<file path="src/rtl/fifo_pkg.sv">
// ============================================================================
//  Module      : fifo_pkg
//  Description : Shared width helpers, error-flag struct and default sizes for
//                the parametrised FIFO.
//  Revision    : 1.0 - initial release
// ============================================================================
`default_nettype none

package fifo_pkg;

   localparam int DEF_WIDTH = 8;
   localparam int DEF_DEPTH = 16;

   typedef struct packed {
      logic overflow;
      logic underflow;
   } err_flags_t;

   function automatic int addr_w(input int depth);
      return $clog2(depth);
   endfunction

   // One extra bit beyond the address carries the wrap indication.
   function automatic int ptr_w(input int depth);
      return $clog2(depth) + 1;
   endfunction

   function automatic int count_w(input int depth);
      return $clog2(depth) + 1;
   endfunction

endpackage : fifo_pkg

`default_nettype wire

</file>
<file path="src/rtl/fifo_mem.sv">
// ============================================================================
//  Module      : fifo_mem
//  Description : Simple dual-port storage array, one write and one read port.
//                Read is registered, or asynchronous when FIFO_FWFT_EN is set.
//  Revision    : 1.0 - initial release
// ============================================================================
`default_nettype none

module fifo_mem
   import fifo_pkg::*;
#(
   parameter int WIDTH = DEF_WIDTH,
   parameter int DEPTH = DEF_DEPTH,
   parameter int AW    = addr_w(DEF_DEPTH)
) (
   input  logic             i_clk,
   input  logic             i_wr_en,
   input  logic [AW-1:0]    i_wr_addr,
   input  logic [WIDTH-1:0] i_wr_data,
   input  logic             i_rd_en,
   input  logic [AW-1:0]    i_rd_addr,
   output logic [WIDTH-1:0] o_rd_data
);

   logic [WIDTH-1:0] r_mem [DEPTH];

   always_ff @(posedge i_clk) begin
      if (i_wr_en) begin
         r_mem[i_wr_addr] <= i_wr_data;
      end
   end

`ifdef FIFO_FWFT_EN
   logic w_unused_rd_en;

   assign w_unused_rd_en = i_rd_en;
   assign o_rd_data      = r_mem[i_rd_addr];
`else
   logic [WIDTH-1:0] r_rd_data;

   always_ff @(posedge i_clk) begin
      if (i_rd_en) begin
         r_rd_data <= r_mem[i_rd_addr];
      end
   end

   assign o_rd_data = r_rd_data;
`endif

endmodule : fifo_mem

`default_nettype wire

</file>
<file path="src/rtl/fifo_param.sv">
// ============================================================================
//  Module      : fifo_param
//  Description : Parametrised synchronous FIFO with fill count, thresholds,
//                sticky errors and flush. Define FIFO_FWFT_EN for FWFT mode.
//  Revision    : 1.0 - initial release
// ============================================================================
`default_nettype none

module fifo_param
   import fifo_pkg::*;
#(
   parameter int WIDTH     = DEF_WIDTH,
   parameter int DEPTH     = DEF_DEPTH,
   parameter int AF_THRESH = DEPTH - 2,
   parameter int AE_THRESH = 2
) (
   input  logic                      clock,
   input  logic                      reset_n,
   input  logic                      flush,
   input  logic                      wr_en,
   input  logic [WIDTH-1:0]          wr_data,
   input  logic                      rd_en,
   output logic [WIDTH-1:0]          rd_data,
   output logic                      rd_valid,
   output logic                      full,
   output logic                      empty,
   output logic                      almost_full,
   output logic                      almost_empty,
   output logic [count_w(DEPTH)-1:0] count,
   output logic                      overflow,
   output logic                      underflow,
   input  logic                      clr_err
);

   localparam int AW = addr_w(DEPTH);
   localparam int PW = ptr_w(DEPTH);
   localparam int CW = count_w(DEPTH);

   logic [PW-1:0]    r_wr_ptr;
   logic [PW-1:0]    r_rd_ptr;
   logic [CW-1:0]    r_count;
   err_flags_t       r_err;
   err_flags_t       w_err_new;
   logic             w_full;
   logic             w_empty;
   logic             w_wr_acc;
   logic             w_rd_acc;
   logic [WIDTH-1:0] w_mem_rdata;

   // Same address with opposite wrap bits means the writer lapped the reader.
   assign w_full  = (r_wr_ptr[PW-1] != r_rd_ptr[PW-1]) &&
                    (r_wr_ptr[AW-1:0] == r_rd_ptr[AW-1:0]);
   assign w_empty = (r_wr_ptr == r_rd_ptr);

   assign w_wr_acc = wr_en && !w_full;
   assign w_rd_acc = rd_en && !w_empty;

   assign w_err_new.overflow  = wr_en && w_full;
   assign w_err_new.underflow = rd_en && w_empty;

   always_ff @(posedge clock or negedge reset_n) begin
      if (!reset_n) begin
         r_wr_ptr <= '0;
         r_rd_ptr <= '0;
         r_count  <= '0;
      end else if (flush) begin
         r_wr_ptr <= '0;
         r_rd_ptr <= '0;
         r_count  <= '0;
      end else begin
         if (w_wr_acc) begin
            r_wr_ptr <= r_wr_ptr + PW'(1);
         end
         if (w_rd_acc) begin
            r_rd_ptr <= r_rd_ptr + PW'(1);
         end
         case ({w_wr_acc, w_rd_acc})
            2'b10:   r_count <= r_count + CW'(1);
            2'b01:   r_count <= r_count - CW'(1);
            default: r_count <= r_count;
         endcase
      end
   end

   // A fresh error outranks a clear arriving in the same cycle.
   always_ff @(posedge clock or negedge reset_n) begin
      if (!reset_n) begin
         r_err <= '0;
      end else begin
         r_err.overflow  <= w_err_new.overflow  || (r_err.overflow  && !clr_err);
         r_err.underflow <= w_err_new.underflow || (r_err.underflow && !clr_err);
      end
   end

   fifo_mem #(
      .WIDTH (WIDTH),
      .DEPTH (DEPTH),
      .AW    (AW)
   ) u_mem (
      .i_clk     (clock),
      .i_wr_en   (w_wr_acc && !flush),
      .i_wr_addr (r_wr_ptr[AW-1:0]),
      .i_wr_data (wr_data),
      .i_rd_en   (w_rd_acc && !flush),
      .i_rd_addr (r_rd_ptr[AW-1:0]),
      .o_rd_data (w_mem_rdata)
   );

`ifdef FIFO_FWFT_EN
   assign rd_valid = !w_empty;
   assign rd_data  = w_empty ? '0 : w_mem_rdata;
`else
   logic r_rd_valid;
   logic r_rd_seen;

   // The array has no reset, so its read register is masked until first use.
   always_ff @(posedge clock or negedge reset_n) begin
      if (!reset_n) begin
         r_rd_valid <= 1'b0;
         r_rd_seen  <= 1'b0;
      end else begin
         r_rd_valid <= w_rd_acc && !flush;
         if (w_rd_acc && !flush) begin
            r_rd_seen <= 1'b1;
         end
      end
   end

   assign rd_valid = r_rd_valid;
   assign rd_data  = r_rd_seen ? w_mem_rdata : '0;
`endif

   assign full         = w_full;
   assign empty        = w_empty;
   assign count        = r_count;
   assign almost_full  = (int'(r_count) >= AF_THRESH);
   assign almost_empty = (int'(r_count) <= AE_THRESH);
   assign overflow     = r_err.overflow;
   assign underflow    = r_err.underflow;

endmodule : fifo_param

`default_nettype wire
</file>
<file path="config.mk">
export PLATFORM = sky130hd
export DESIGN_NAME = fifo_param
export DESIGN_NICKNAME = d
export VERILOG_FILES = /design/src/rtl/fifo_pkg.sv /design/src/rtl/fifo_mem.sv /design/src/rtl/fifo_param.sv
export SDC_FILE = /design/constraint.sdc
export NUM_CORES = 1
export LEC_CHECK = 0
export ABC_CLOCK_PERIOD_IN_PS = 7140
export CAP_MARGIN = 20
export CORE_MARGIN = 5
export CORE_UTILIZATION = 35
export DETAILED_ROUTE_END_ITERATION = 16
export PLACE_DENSITY = 0.62
export SLEW_MARGIN = 10
export SYNTH_ARGS = -nofsm -noshare
export SYNTH_HDL_FRONTEND = slang
export SYNTH_SLANG_ARGS = --single-unit
</file>
<file path="constraint.sdc">
create_clock -name clock -period 7.14 [get_ports clock]
set_clock_uncertainty 0.15 [all_clocks]
set_input_delay 0.714 -clock clock [delete_from_list [all_inputs] [get_ports clock]]
set_output_delay 0.714 -clock clock [all_outputs]
set_load 0.1 [all_outputs]
</file>
=== Word-level counts from Yosys, hierarchy flattened ===
Memory sizes are Yosys's and may differ from the RTL's. A register that Yosys moved wholly into a read port is not among the register bits.
Cells that the tools add are included.

* Input port bits: 14
* Register bits: 19
* Word-level logic and storage cells: 46
* Memories kept: 1
* Output and inout port bits: 20
* RAM bits: 128

{| class="wikitable"
|+ Memories
! memory !! words !! width !! read ports !! clocked after Yosys merged registers in !! write ports !! line !! source
|-
| u_mem.r_mem || 16 || 8 || 1 || 1 || 1 || fifo_mem.sv:25 || <nowiki>logic [WIDTH-1:0] r_mem [DEPTH];</nowiki>
|}

* Magnitude comparators: 2
* Equality and inequality tests: 5
* Reductions and logical operators: 18
* Muxes and demuxes: 9
* Add/subtract/negate cells: 4

{| class="wikitable"
|+ Operators by type and width
! cell !! number
|-
| $mux W5 || 5
|-
| $add A5 B1 Y5 const B || 3
|-
| $pmux W5 S2 || 1
|-
| $logic_and A1 B1 Y1 || 9
|-
| $mux W8 || 1
|-
| $eq A5 B5 Y1 || 1
|-
| $ge A5 B4 Y1 const B || 1
|-
| $le A5 B2 Y1 const B || 1
|-
| $sub A5 B1 Y5 const B || 1
|-
| $eq A4 B4 Y1 || 1
|-
| $logic_not A1 Y1 || 4
|-
| $reduce_bool A2 Y1 || 2
|-
| $reduce_bool A3 Y1 || 1
|-
| $eq A2 B1 Y1 const B || 1
|-
| $eq A2 B2 Y1 const B || 1
|-
| $logic_or A1 B1 Y1 || 2
|-
| $mux W1 || 2
|-
| $ne A1 B1 Y1 || 1
|}

=== Logic depth before layout (Yosys ltp) ===
* Depth after elaboration: 7
* Mapped depth: 12
* Gate-level depth less buffers: 10

=== Hierarchy ===
Synthesis repeated with hierarchy kept, for this count alone.

* Cells, all modules: 343
* Area total of the unflattened synthesis: 6,357.3 um2

{| class="wikitable"
|+ Modules (own cells, without submodules)
! module !! cells an instance !! seq. area each (um2) !! area an instance (um2) !! instances
|-
| fifo_mem || 229 || 4,083.9 || 5,227.5 || 1
|-
| fifo_param || 114 || 475.5 || 1,129.8 || 1
|}

=== Worst setup path after synthesis ===
Ideal clock, no wire load.

* Path kind: register to output
* Start: reg r_count[0] (netlist: count[0])
* End: out almost_empty
* Path slack: 2,348 ps
* Data arrival time: 3,928 ps
* Cell stages (with the launch flop): 3
* Path buffers: 0
* Data required time: 6,276 ps
* Cells stage by stage: dfrtp_1 and2_1 nor4_1

* Cells in the longest elaborated chain, start to end: 1

{| class="wikitable"
|+ Ends and longest elaborated chain
! element !! line !! source
|-
| from (decl) || fifo_param.sv:41 || <nowiki>logic [CW-1:0] r_count;</nowiki>
|-
| from (signal assigned) || fifo_param.sv:78 || <nowiki>2'b10: r_count <= r_count + CW'(1);</nowiki>
|-
| from (signal assigned) || fifo_param.sv:79 || <nowiki>2'b01: r_count <= r_count - CW'(1);</nowiki>
|-
| from (signal assigned) || fifo_param.sv:80 || <nowiki>default: r_count <= r_count;</nowiki>
|-
| $le A5 B2 Y1 || fifo_param.sv:137 || <nowiki>assign almost_empty = (int'(r_count) <= AE_THRESH);</nowiki>
|-
| to (decl) || fifo_param.sv:28 || <nowiki>output logic almost_empty,</nowiki>
|}

Every way passes these cells.

=== Worst setup path after layout ===
* Start: reg r_rd_ptr[0]
* End: out full

* Cells in the longest elaborated chain, start to end: 2

{| class="wikitable"
|+ Ends and longest elaborated chain
! element !! line !! source
|-
| from (decl) || fifo_param.sv:40 || <nowiki>logic [PW-1:0] r_rd_ptr;</nowiki>
|-
| from (signal assigned) || fifo_param.sv:75 || <nowiki>r_rd_ptr <= r_rd_ptr + PW'(1);</nowiki>
|-
| $eq A4 B4 Y1 || fifo_param.sv:52 || <nowiki>(r_wr_ptr[AW-1:0] == r_rd_ptr[AW-1:0]);</nowiki>
|-
| $logic_and A1 B1 Y1 || fifo_param.sv:51 || <nowiki>assign w_full = (r_wr_ptr[PW-1] != r_rd_ptr[PW-1]) &&</nowiki>
|-
| to (decl) || fifo_param.sv:25 || <nowiki>output logic full,</nowiki>
|}

Every way passes these cells.

==> impl_results.rst <==
.. list-table::
   :header-rows: 1

   * - Metric
     - Value
   * - Height of the chip
     - 145 µm
   * - Setup TNS Final
     - 0 ps
   * - TritonCTS clock tree
     - built
   * - Post-route worst setup slack
     - 2650 ps
   * - Main combinational cell family by area after synthesis
     - multiplexers
   * - Post-synthesis compound-gate area fraction
     - 3.47%
   * - Hold_buf cts
     - 0
   * - Unrepaired setup endpoints after global routing
     - no
   * - Ratio of final minimum period to clock period
     - 62.9%
   * - Clock slew seen by the registers of the worst setup and hold paths
     - 60 ps
   * - Vias post-DR
     - 3265
   * - Setup slack, reg-to-reg
     - 3450 ps
   * - Top FF cell, synth
     - sky130_fd_sc_hd__edfxtp_1
   * - Outcome
     - finished clean
   * - Endpoints failing setup
     - 0
   * - Global-route usage over all layers
     - 12.5%
   * - Required time of the critical path
     - 6280 ps
   * - Combined area of all synthesized cells
     - 6390 µm²
   * - Register area share after synthesis
     - 71.4%
   * - Leakage dissipation
     - 2.49 nW
   * - Wire length of the first global-routing pass
     - 20100 µm
   * - Detailed-router iteration count before antenna repair
     - 5
   * - Post-DP HPWL
     - 8280 µm
   * - Fraction of registers with async set or reset after synthesis
     - 12.3%
   * - Maximum fanout encountered on the critical timing path
     - 36
   * - Number of instances in the synthesized netlist
     - 364
   * - Critical Path End Type
     - primary output
   * - Worst hold slack
     - 383 ps
   * - Starting density of the core
     - 35.6%
   * - Portion of synthesized cell area occupied by the leading cell type
     - 63.9%
   * - Startpoint of the tightest hold check path
     - underflow
   * - Worst rel slew slack
     - 31.7%
   * - Post-layout nets
     - 424
   * - Htree depth
     - 4
   * - Category of the critical setup timing path
     - flip-flop to primary output
   * - Peak ir drop on the vdd network
     - 0.326 mV
   * - Register bit total from synthesis
     - 155
   * - Max Cap Violations
     - 0
   * - Number of enable-type register cells in the synthesized netlist
     - 136
   * - Routability-driven placement congestion ratio
     - 0.801
   * - Fraction of layout cells with a size suffix above 1
     - 17.5%
   * - Simple-gate share of the synthesized area
     - 6.44%
   * - Clock insertion delay at the later pin of the skew report
     - 420 ps
   * - Number of DRC violations after detailed-routing iteration 0
     - 165
   * - Crit path DAT
     - 3630 ps
   * - Hold/Removal Path Class
     - flip-flop to flip-flop
   * - Pin count of the biggest net entering global routing
     - 37
   * - Post-route cell area
     - 7590 µm²
   * - Clock root buffer
     - sky130_fd_sc_hd__clkbuf_16
   * - Core ar.
     - 18000 µm²
   * - Per-cell routed wire length
     - 19.8 µm
   * - Worst slack after detailed placement
     - 3060 ps
   * - Buffer count from post-CTS setup fixing
     - 0
   * - Max Transition Viols Final
     - 0
   * - PD cells
     - 326 nW/µm²
   * - PostCTS Resize Cnt
     - 0
   * - Total of fill cells in the finished design
     - 1581
   * - Sink count of the clock tree
     - 155
   * - Io pins
     - 34
   * - Antenna diodes
     - 0
   * - Placed Instance Area
     - 6950 µm²
   * - Port Buffers
     - 33
   * - Number of distinct library cells after synthesis
     - 39
   * - Grt total ovfl
     - 0
   * - Worst-case reg-to-reg path depth
     - 11
   * - Tmin final
     - 4490 ps
   * - Hold Path Cell Cnt
     - 2
   * - Synth area leaders
     - sky130_fd_sc_hd__edfxtp_1 64%, sky130_fd_sc_hd__mux4_2 11%, sky130_fd_sc_hd__dfrtp_1 7.4%
   * - Initial antenna violation count
     - 0
   * - Most frequent standard cell in the layout excluding fill and tap cells
     - sky130_fd_sc_hd__edfxtp_1
   * - Final hold viol count
     - 0
   * - Drc violations
     - 0
   * - Startpoint Class
     - flip-flop
   * - Number of rows in the core area
     - 49
   * - Detailed-route vias per instance
     - 5.06
   * - Total Die Area
     - 21100 µm²
   * - Post-synthesis net count
     - 385
   * - Pin slew with the least headroom to its limit
     - 1020 ps
   * - CTS buffer count
     - 17
   * - Antenna Nets Post-Route
     - 0
   * - WL final
     - 12700 µm
   * - Count of warnings emitted by yosys
     - 0
   * - Most used cells in the layout excluding fill and tap cells
     - 136 x sky130_fd_sc_hd__edfxtp_1, 33 x sky130_fd_sc_hd__clkdlybuf4s50_1, 32 x sky130_fd_sc_hd__mux4_2, 27 x sky130_fd_sc_hd__nor2_1, 22 x sky130_fd_sc_hd__clkbuf_16
   * - Crit Reg-Reg Startpoint
     - r_rd_ptr[0]
   * - Maximum buffer depth of the clock tree
     - 2
   * - Proportion of synthesized area in mux cells
     - 13.4%
   * - Cell type contributing the most total cell area after synthesis
     - sky130_fd_sc_hd__edfxtp_1
   * - Avg Inst Size Synth
     - 17.5 µm²
   * - Synthesis-to-layout area growth
     - 18.8%
   * - End point of the most critical hold path
     - underflow
   * - Via count of the first global-routing pass
     - 3439
   * - Area share of xor/xnor cells in the synthesized design
     - 2.19%
   * - Post-synthesis share of cell area spent on full adders, half adders and majority gates
     - 1.37%
   * - FF-to-FF End
     - count[4]
   * - Maximum achievable frequency
     - 0.223 GHz
   * - Die Span X
     - 145 µm
## state kept, by name (all words and copies together) (netlist names)
| name | count |
|---|---|
| r_rd_seen | 1 |
| r_wr_ptr | 5 |
| u_mem.o_rd_data | 8 |
| rd_valid | 1 |
| r_rd_ptr | 5 |
| underflow | 1 |
| count | 5 |
| overflow | 1 |
| u_mem.r_mem | 128 |
## metal layers
metal | up-vias | wire (µm) | GRT usage [%]
met2 | 97 | 6270 | 20.2
li1 | 1489 | - | -
met1 | 1660 | 5650 | 16.5
met3 | 19 | 602 | 2.71
met5 | - | 0 | 0
met4 | 0 | 220 | 5.18
## layout make-up
class / instances / area [µm²] / share of cell area [%]
Timing Repair Buffer: 39 / 370 / 4.88
Sequential cell: 155 / 4560 / 60.1
Clock inverter: 4 / 32.5 / 0.429
Clock buffer: 28 / 603 / 7.94
Tap cell: 229 / 287 / 3.77
Inverter: 5 / 18.8 / 0.247
Multi-Input combinational cell: 185 / 1720 / 22.6
## how the worst max path moves through the flow
| stage | from | end | depth (start not counted) |
|---|---|---|---|
| after floorplan | count[0] | almost_empty | 2 |
| after global placement | r_rd_ptr[0] | full | 5 |
| after detailed placement | r_rd_ptr[0] | full | 5 |
| after CTS | r_rd_ptr[0] | full | 5 |
| after global routing | r_rd_ptr[0] | full | 5 |
| final | r_rd_ptr[0] | full | 5 |
## report_power, final
part	internal (W)	switching (W)	leakage (nW)
clock network	0.000581	0.000345	0.314
logic	0.000169	0.000339	0.696
registers	0.00102	0.0000225	1.48
## worst max-delay path, stage by stage, from the launching register on
cell and delay [ps]:
sky130_fd_sc_hd__dfrtp_2 340, sky130_fd_sc_hd__buf_4 550, sky130_fd_sc_hd__xor2_1 160, sky130_fd_sc_hd__or4_1 690, sky130_fd_sc_hd__nor2_1 270, sky130_fd_sc_hd__clkdlybuf4s50_1 1190
## cells by family (layout without fill, tap and decap cells)
group,after synthesis,count (layout)
buffers and inverters,24,76
muxes,44,44
and+or+nand+nor,83,83
AOI/OAI and AO/OA,35,35
adders and majority gates,7,7
DFF,155,155
xor gates and xnor gates,16,16
## cells in the mapped netlist, types with 2 or more instances
master,n
sky130_fd_sc_hd__a21oi_1,12
sky130_fd_sc_hd__o21ai_0,5
sky130_fd_sc_hd__nor2_1,27
sky130_fd_sc_hd__nor3_1,8
sky130_fd_sc_hd__nand4_1,2
sky130_fd_sc_hd__nor2b_1,9
sky130_fd_sc_hd__xnor2_1,6
sky130_fd_sc_hd__buf_6,2
sky130_fd_sc_hd__and2_1,9
sky130_fd_sc_hd__buf_1,2
sky130_fd_sc_hd__clkbuf_1,8
sky130_fd_sc_hd__a211oi_1,8
sky130_fd_sc_hd__mux2i_1,11
sky130_fd_sc_hd__nor4_1,2
sky130_fd_sc_hd__mux4_2,32
sky130_fd_sc_hd__xor2_1,10
sky130_fd_sc_hd__a21o_1,2
sky130_fd_sc_hd__inv_1,5
sky130_fd_sc_hd__nand3_1,4
sky130_fd_sc_hd__ha_1,7
sky130_fd_sc_hd__nand2b_1,4
sky130_fd_sc_hd__nand2_1,12
sky130_fd_sc_hd__buf_2,7
sky130_fd_sc_hd__or3_1,2
sky130_fd_sc_hd__dfrtp_1,19
sky130_fd_sc_hd__edfxtp_1,136
## through the flow
| stage | power, W | cells | util (%) |
|---|---|---|---|
| finish | 0.00247 | 645 | 42.3 |
| global route | 0.00256 | 645 | 42.3 |
| CTS | 0.00249 | 644 | 42.2 |
| detailed placement | 0.00157 | 612 | 38.7 |
| global placement | 0.00157 | 611 | 38.6 |
| floorplan | 0.00145 | 364 | - |
Power figures use the tool's default switching activity.
